**src/rtl/temp_result_filter.sv**
```systemverilog
// temp_result_filter: issues periodic conversion starts to tempFsm, captures results,
// block-averages 2^AVG_LOG2 samples and drives a hysteretic over-threshold alarm.
// Optional macro LELO_TEMP_MINMAX_EN adds minCount/maxCount raw-sample extremes.
module temp_result_filter #(
  parameter int WIDTH    = 8,
  parameter int AVG_LOG2 = 2,
  parameter int INTERVAL = 16,
  parameter int TIMEOUT  = 64,
  parameter int HYST     = 4
) (
  input  logic             lfClk,
  input  logic             reset,
  input  logic             en,
  input  logic [WIDTH-1:0] thrHi,
  input  logic [WIDTH-1:0] cycles,
  input  logic             done,
  output logic             start,
  output logic [WIDTH-1:0] sample,
  output logic [WIDTH-1:0] avg,
  output logic             avgValid,
  output logic             alarmHi,
  output logic             timeoutErr
`ifdef LELO_TEMP_MINMAX_EN
  ,
  output logic [WIDTH-1:0] minCount,
  output logic [WIDTH-1:0] maxCount
`endif
);

  localparam int IW = (INTERVAL > 1) ? $clog2(INTERVAL) : 1;
  localparam int TW = (TIMEOUT > 1) ? $clog2(TIMEOUT) : 1;
  localparam int AW = WIDTH + AVG_LOG2;
  localparam int NW = AVG_LOG2 + 1;
  localparam logic [IW-1:0] INT_LAST = IW'(INTERVAL - 1);
  localparam logic [TW-1:0] TMO_LAST = TW'(TIMEOUT - 1);
  localparam logic [NW-1:0] N_LAST   = NW'((1 << AVG_LOG2) - 1);

  typedef enum logic [1:0] {IDLE, START, WAIT, ACC} state_t;

  state_t           state_q;
  logic [IW-1:0]    int_cnt_q;
  logic [TW-1:0]    wait_cnt_q;
  logic             done_q;
  logic [WIDTH-1:0] cap_q;
  logic [AW-1:0]    acc_q;
  logic [NW-1:0]    n_q;
  logic             start_q;
  logic [WIDTH-1:0] sample_q;
  logic [WIDTH-1:0] avg_q;
  logic             avg_valid_q;
  logic             alarm_q;
  logic             tmo_q;
`ifdef LELO_TEMP_MINMAX_EN
  logic [WIDTH-1:0] min_q;
  logic [WIDTH-1:0] max_q;
`endif

  // Running sum including the sample being accumulated, and the block average it would give.
  logic [AW-1:0]    acc_d;
  logic [WIDTH-1:0] avg_d;
  logic [WIDTH-1:0] thr_lo_d;
  logic             done_rise;

  assign acc_d     = acc_q + AW'(cap_q);
  assign avg_d     = WIDTH'(acc_d >> AVG_LOG2);
  // Release level saturates at zero so small thresholds never wrap around.
  assign thr_lo_d  = (thrHi >= WIDTH'(HYST)) ? (thrHi - WIDTH'(HYST)) : '0;
  assign done_rise = done & ~done_q;

  // Interval timer free-runs only while enabled; disabled means parked at zero.
  always_ff @(posedge lfClk or posedge reset) begin
    if (reset) begin
      int_cnt_q <= '0;
    end else if (!en) begin
      int_cnt_q <= '0;
    end else if (int_cnt_q == INT_LAST) begin
      int_cnt_q <= '0;
    end else begin
      int_cnt_q <= int_cnt_q + IW'(1);
    end
  end

  // Delayed copy of done for rising-edge detection.
  always_ff @(posedge lfClk or posedge reset) begin
    if (reset) begin
      done_q <= 1'b0;
    end else begin
      done_q <= done;
    end
  end

  // Conversion sequencer with capture, block averaging, alarm and timeout flag.
  always_ff @(posedge lfClk or posedge reset) begin
    if (reset) begin
      state_q     <= IDLE;
      wait_cnt_q  <= '0;
      cap_q       <= '0;
      acc_q       <= '0;
      n_q         <= '0;
      start_q     <= 1'b0;
      sample_q    <= '0;
      avg_q       <= '0;
      avg_valid_q <= 1'b0;
      alarm_q     <= 1'b0;
      tmo_q       <= 1'b0;
`ifdef LELO_TEMP_MINMAX_EN
      min_q       <= '1;
      max_q       <= '0;
`endif
    end else begin
      start_q     <= 1'b0;
      avg_valid_q <= 1'b0;
      unique case (state_q)
        IDLE: begin
          // A wrap that lands while busy is simply lost; only IDLE can launch.
          if (en && (int_cnt_q == INT_LAST)) begin
            state_q <= START;
            start_q <= 1'b1;
          end
        end
        START: begin
          state_q    <= WAIT;
          wait_cnt_q <= '0;
        end
        WAIT: begin
          if (done_rise) begin
            state_q <= ACC;
            cap_q   <= cycles;
          end else if (wait_cnt_q == TMO_LAST) begin
            state_q <= IDLE;
            tmo_q   <= 1'b1;
          end else begin
            wait_cnt_q <= wait_cnt_q + TW'(1);
          end
        end
        ACC: begin
          state_q  <= IDLE;
          sample_q <= cap_q;
          tmo_q    <= 1'b0;
          if (n_q == N_LAST) begin
            acc_q       <= '0;
            n_q         <= '0;
            avg_q       <= avg_d;
            avg_valid_q <= 1'b1;
            if (avg_d > thrHi) begin
              alarm_q <= 1'b1;
            end else if (avg_d < thr_lo_d) begin
              alarm_q <= 1'b0;
            end
          end else begin
            acc_q <= acc_d;
            n_q   <= n_q + NW'(1);
          end
`ifdef LELO_TEMP_MINMAX_EN
          if (cap_q < min_q) min_q <= cap_q;
          if (cap_q > max_q) max_q <= cap_q;
`endif
        end
        default: state_q <= IDLE;
      endcase
    end
  end

  assign start      = start_q;
  assign sample     = sample_q;
  assign avg        = avg_q;
  assign avgValid   = avg_valid_q;
  assign alarmHi    = alarm_q;
  assign timeoutErr = tmo_q;
`ifdef LELO_TEMP_MINMAX_EN
  assign minCount   = min_q;
  assign maxCount   = max_q;
`endif

endmodule

```
**config.mk**
```make
export PLATFORM = sky130hd
export DESIGN_NAME = temp_result_filter
export DESIGN_NICKNAME = d
export VERILOG_FILES = /design/src/rtl/temp_result_filter.sv
export SDC_FILE = /design/constraint.sdc
export NUM_CORES = 1
export LEC_CHECK = 0
export BUFFER_PORTS_ARGS = -buffer_cell sky130_fd_sc_hd__buf_2
export CORE_ASPECT_RATIO = 0.9
export CORE_MARGIN = 3
export CORE_UTILIZATION = 52
export CTS_CLUSTER_SIZE = 28
export DETAILED_ROUTE_END_ITERATION = 12
export PLACE_DENSITY = 0.78
export SLEW_MARGIN = 10
export SYNTH_ARGS = -nofsm -noshare
export SYNTH_HDL_FRONTEND = slang
export SYNTH_SLANG_ARGS = --single-unit
```
**constraint.sdc**
```tcl
create_clock -name lfClk -period 2.65 [get_ports lfClk]
set_clock_uncertainty 0.05 [all_clocks]
set_input_delay 0.265 -clock lfClk [delete_from_list [all_inputs] [get_ports lfClk]]
set_output_delay 0.265 -clock lfClk [all_outputs]
set_load 0.1 [all_outputs]
```
# Yosys cells after proc, flatten, opt, wreduce, memory -nomap -nowiden
# Index checks and enable logic that the tools add are counted.
totals:
  word_cells: 66
  out_inout_bits: 20
  regBits: 54
classes:
  n_bitwise: 2
  addsub: 5
  n_reduce_logical: 11
  muxes: 21
  magnitude_cmp: 3
  n_eq_ne: 11
op_table:
  columns: ["cell", "n"]
  rows:
  - ["two-way mux 6 bit", 2]
  - ["one-hot mux 6 bit (2 select lines)", 1]
  - ["adder 10 x 8 -> 10 bit", 1]
  - ["two-way mux 10 bit", 1]
  - ["AND reduction 3 bit", 3]
  - [">= comparator 8 x 3 -> 1 bit, second input constant", 1]
  - ["> comparator 8 bit", 1]
  - ["less-than comparator 8 bit", 1]
  - ["two-way mux 1 bit", 8]
  - ["two-way mux 4 bit", 2]
  - ["two-way mux 8 bit", 1]
  - ["!= test 2 bit, second input constant", 4]
  - ["one-hot mux 2 bit (4 select lines)", 1]
  - ["subtractor 8 x 3 -> 8 bit, second input constant", 1]
  - ["adder 6 x 1 -> 6 bit, second input constant", 1]
  - ["== test 6 bit, second input constant", 1]
  - ["two-way mux 2 bit", 3]
  - ["AND reduction 2 bit", 3]
  - ["nonzero test 2 bit", 3]
  - ["adder 4 x 1 -> 4 bit, second input constant", 1]
  - ["== test 2 bit, second input constant", 2]
  - ["== test 4 bit, second input constant", 1]
  - ["adder 3 x 1 -> 3 bit, second input constant", 1]
  - ["== test 3 x 2 -> 1 bit, second input constant", 1]
  - ["8 further kinds", 8]

# Longest topological paths before layout
logic_depth:
  depth_word: 5
  ltp_mapped: 13
  depth_no_buf: 12

# Least setup slack after synthesis
# Ideal clock, no wire load.
synth_path:
  kind: "register to register"
  start: "register cap_q[4]"
  end: "register alarm_q, in the netlist alarmHi"
  path_stages_with_launch: 13
  required_ns: 2.451
  path_slack_ns: -0.121
  n_path_buf: 0
  setup_time_ns: 0.149
  arrival_ns: 2.572
  cell_sequence: "dfrtp_1 ha_1 a21oi_1 nand2_1 o211ai_1 and2_2 xnor2_1 ha_1 a21o_1 a21oi_1 nor2b_1 o31ai_1 o311ai_0"
synth_between:
  elab_chain_cells: 4
synth_rtl:
  columns: ["item", "line", "rtl"]
  rows:
  - ["start, declared", "44", "logic [WIDTH-1:0] cap_q;"]
  - ["start signal, assigned", "128", "cap_q <= cycles;"]
  - ["adder 10 x 8 -> 10 bit *", "64", "assign acc_d = acc_q + AW'(cap_q);"]
  - ["named net acc_d[7]", "59", "logic [AW-1:0] acc_d;"]
  - ["> comparator 8 bit / less-than comparator 8 bit (equally long branches)", "145, 147", null]
  - ["nonzero test 2 bit (no source line)", null, null]
  - ["AND reduction 3 bit (no source line)", null, null]
  - ["end signal, assigned", "104", "alarm_q <= 1'b0;"]
  - ["end signal, assigned", "146", "alarm_q <= 1'b1;"]
  - ["end signal, assigned", "148", "alarm_q <= 1'b0;"]
  - ["end, declared", "51", "logic alarm_q;"]
# Mark *: on every way through the listed nets, which the timed path passes. The rest lies on a longest branch.
# A chain may end at the register's enable or synchronous reset.

# Worst setup path in the final report
layout_path:
  start: "register acc_q[1]"
  end: "register alarm_q, in the netlist alarmHi"
layout_between:
  elab_chain_cells: 4
layout_rtl:
  columns: ["item", "line", "rtl"]
  rows:
  - ["start, declared", "45", "logic [AW-1:0] acc_q;"]
  - ["start signal, assigned", "98", "acc_q <= '0;"]
  - ["start signal, assigned", "141", "acc_q <= '0;"]
  - ["start signal, assigned", "151", "acc_q <= acc_d;"]
  - ["adder 10 x 8 -> 10 bit *", "64", null]
  - ["named net acc_d[7]", "59", null]
  - ["> comparator 8 bit / less-than comparator 8 bit (equally long branches)", "145, 147", null]
  - ["nonzero test 2 bit (no source line)", null, null]
  - ["AND reduction 3 bit (no source line)", null, null]
# Marked as above.

==> reports/qor.csv <==
stage,metric,value,unit
status,status,"complete, but fails checks",
status,violations,negative setup slack,
timing,worstMarginPinSlew,665.9,ps
yosys,synth_cell_types,52,
floorplanning,rows,25,
clocking,clkTransAtPathRegs,100,ps
placed_design,port_buffers,39,
final_layout,postLayoutCoreUtil,0.6981,
worst_setup_path,crit_path_max_fanout,2,
yosys,postSynthAreaPerCell,9.977,sq um
placed_design,dp_hpwl,4915,um
timing,drv_slew,0,
worst_setup_path,reg2regPathDepth,12,
yosys,yosys_warnings,0,
timing,slew_headroom,0.5561,
yosys,yosysMostFrequentCell,dfrtp_1,
global_route,grt_pass1_wl,11270,um
worst_setup_path,cp_cell_sequence,"ha_1, a21oi_4, nor2_2, o211ai_1, and2_4, xnor2_4, ha_4, a21o_1, a21oi_2, nor2b_1, o31ai_1, o311ai_1",
worst_setup_path,cp_num_buf_inv,0,
final_layout,layout-drive-gt1-share,0.3298,
timing,fin_ws,-118.7,ps
timing,fmax,361.2,MHz
final_layout,fin_nets,430,
hold_path,hold_class,input pin to register,
worst_setup_path,crit_family,compound AO/OA/AOI/OAI gates,
clocking,clockBufferDepth,2,
yosys,yosysSeqAreaShare,0.4397,
yosys,synth_area,3073,sq um
yosys,synth_common_cells,"54 x dfrtp_1, 45 x nand2_1, 28 x ha_1",
yosys,syn_nets,357,
global_route,overflow,0,
worst_setup_path,r2r_setup_slack,-120,ps
yosys,synth_edf_count,0,
floorplanning,io_pins,40,
clocking,ctsHoldBuffers,0,
floorplanning,dieArea,6869,sq um
worst_setup_path,arrival,2900,ps
placed_design,place_congestion,0.9014,
yosys,synth-seq-cells,54,
timing,final-hold-violation-count,0,
floorplanning,initial_core_util,0.5614,
yosys,ys_top_cells_by_area,"dfrtp_1 44%, ha_1 11%, nand2_1 5.5%",
global_route,grt_max_degree,55,
clocking,cts_buffers,5,
yosys,synth_top_area_frac,0.4397,
worst_setup_path,startpoint,acc_q[1],
clocking,clockRootBuffer,clkbuf_8,
route,vias,2484,
final_layout,diodes,0,
route,routedWlPerCell,14.97,um
worst_setup_path,critPathCapture,alarmHi,
worst_setup_path,timing.rr.start,acc_q[1],
worst_setup_path,required,2780,ps
timing,fin_crit_sh,1.045,
route,drc,0,
clocking,cts_sinks,54,
worst_setup_path,crit_cells,12,
global_route,grt_usage,0.2059,
yosys,synth-async-reset-ratio,1.000,
route,ant_nets,0,
worst_setup_path,worst_setup_path_end_kind,register,
timing,rsz0062_at_grt,true,
route,wl,6723,um
route,via_per_inst,5.532,
yosys,synthFlopType,dfrtp_1,
timing,setup_violations,1,
clocking,cts_tree,yes,
yosys,synth_top_cell_by_area,dfrtp_1,
timing,fin_crit,2769,ps
clocking,ctsHtreeMaxLevel,2,
yosys,synthCells,308,
floorplanning,core-area,5474,sq um
route,drt_first_pass_iters,4,
route,drt_first_iter_violations,103,
worst_setup_path,rr_endpoint,alarmHi,
final_layout,area_delta_synth_final,24.35,%
floorplanning,die_w,87.03,um
flow_run,maxCapViolCount,0,
global_route,first_global_vias,2508,
global_route,antenna_found_initial,0,
worst_setup_path,start_kind,register,
clocking,clock_latency,310,ps
worst_setup_path,slowest_delay,410,ps
worst_setup_path,worst_path_max_delay_cell,dfrtp_1,
worst_setup_path,worstSetupPathType,register to register,
floorplanning,die_h,78.93,um
[final cells by class]
cell class              count  area (sq um)
inverters                  15         56.30
clock inverters             3         25.02
repair buffers             73         454.2
fillers                   414          1653
clock buffers               5         68.82
well taps                  67         83.83
multi-input cells         232          1782
flip-flops and latches     54          1351
[how the worst min path moves through the flow]
stage                     start     end  slack (ps)  cells after the start
after floorplan            done  done_q         250                      0
after global placement     done  done_q         350                      1
after detailed placement   done  done_q         350                      1
after CTS                  done  done_q          30                      1
after global routing       done  done_q          40                      1
final                      done  done_q          30                      1
[stage by stage]
step | cell area, sq um | setup slack (ps) | TNS (ps) | cells | hold slack, ps
after floorplan | 3104 | 18.02 | 0 | 308 | 246.4
after global placement | 3543 | -95.37 | -95.37 | 433 | 347.4
after detailed placement | 3543 | -159.7 | -159.7 | 433 | 351.2
after CTS | 3694 | -86.16 | -86.16 | 446 | 27.49
after global routing | 3821 | -282.5 | -282.5 | 449 | 37.58
final | 3821 | -118.7 | -118.7 | 449 | 33.33
[flip-flops by register name, indices dropped and copies added, names as in the netlist, 2 cells and up]
signal,cells
acc_q,10
avg,8
cap_q,8
sample,8
wait_cnt_q,6
int_cnt_q,4
n_q,3
state_q,2
[worst reg2reg max path, cell delays in order (launching register included)]
cell      delay (ps)
dfrtp_1          410
ha_1             340
a21oi_4          160
nor2_2            50
o211ai_1         260
and2_4           240
xnor2_4          150
ha_4             240
a21o_1           190
a21oi_2          110
nor2b_1           50
o31ai_1          240
o311ai_1         130
[cells in the final DEF, fill, tap and decap left out, types with 2 or more instances in the layout]
cell type  count
nor2b_1        6
buf_2         39
nor3_1         3
inv_1         13
ha_1          22
nor2_1        17
a21oi_2        5
o21ai_0       12
a221o_1        2
nand3_1       10
o31ai_1        4
xor2_1         2
a21oi_1       10
dfrtp_1       54
a22o_1         7
o211ai_1       4
a211oi_1       2
nor2_2         2
and3_1         3
buf_4         33
a21oi_4        2
nand2_1       45
ha_4           5
and2_1         5
nand2b_1       5
nand4_1        4
a21o_1         2
nor3b_1        2
a311oi_2       2
xnor2_1        9
mux2_2        13
and2_4         3
or2_2          2
clkbuf_8       5
o31a_1         2
[per-layer routing]
layer  GRT usage  share of wire  up-vias
met5           0              0        -
met3     0.04876          0.053        6
met4     0.06075          0.010        0
li1            -              -     1241
met2      0.3361           0.46       52
met1      0.2714           0.47     1185
[repair_timing]
action                                  4_1_cts  5_1_grt
resized for setup                             5       15
pin swaps                                     8       15
buffers inserted                              5        3
endpoints found under the setup margin        1        1
[cells by family after synthesis]
family	after synthesis	synth area share
flops	54	0.4397
xor+xnor	12	0.03420
simple gates	110	0.1718
compound gates	68	0.1564
fa+ha+maj	29	0.1205
mux	13	0.04764
buf+inv	22	0.02972
Power is not shown: default switching activity piles up to over one toggle a cycle in this logic, so the estimate is an artifact.
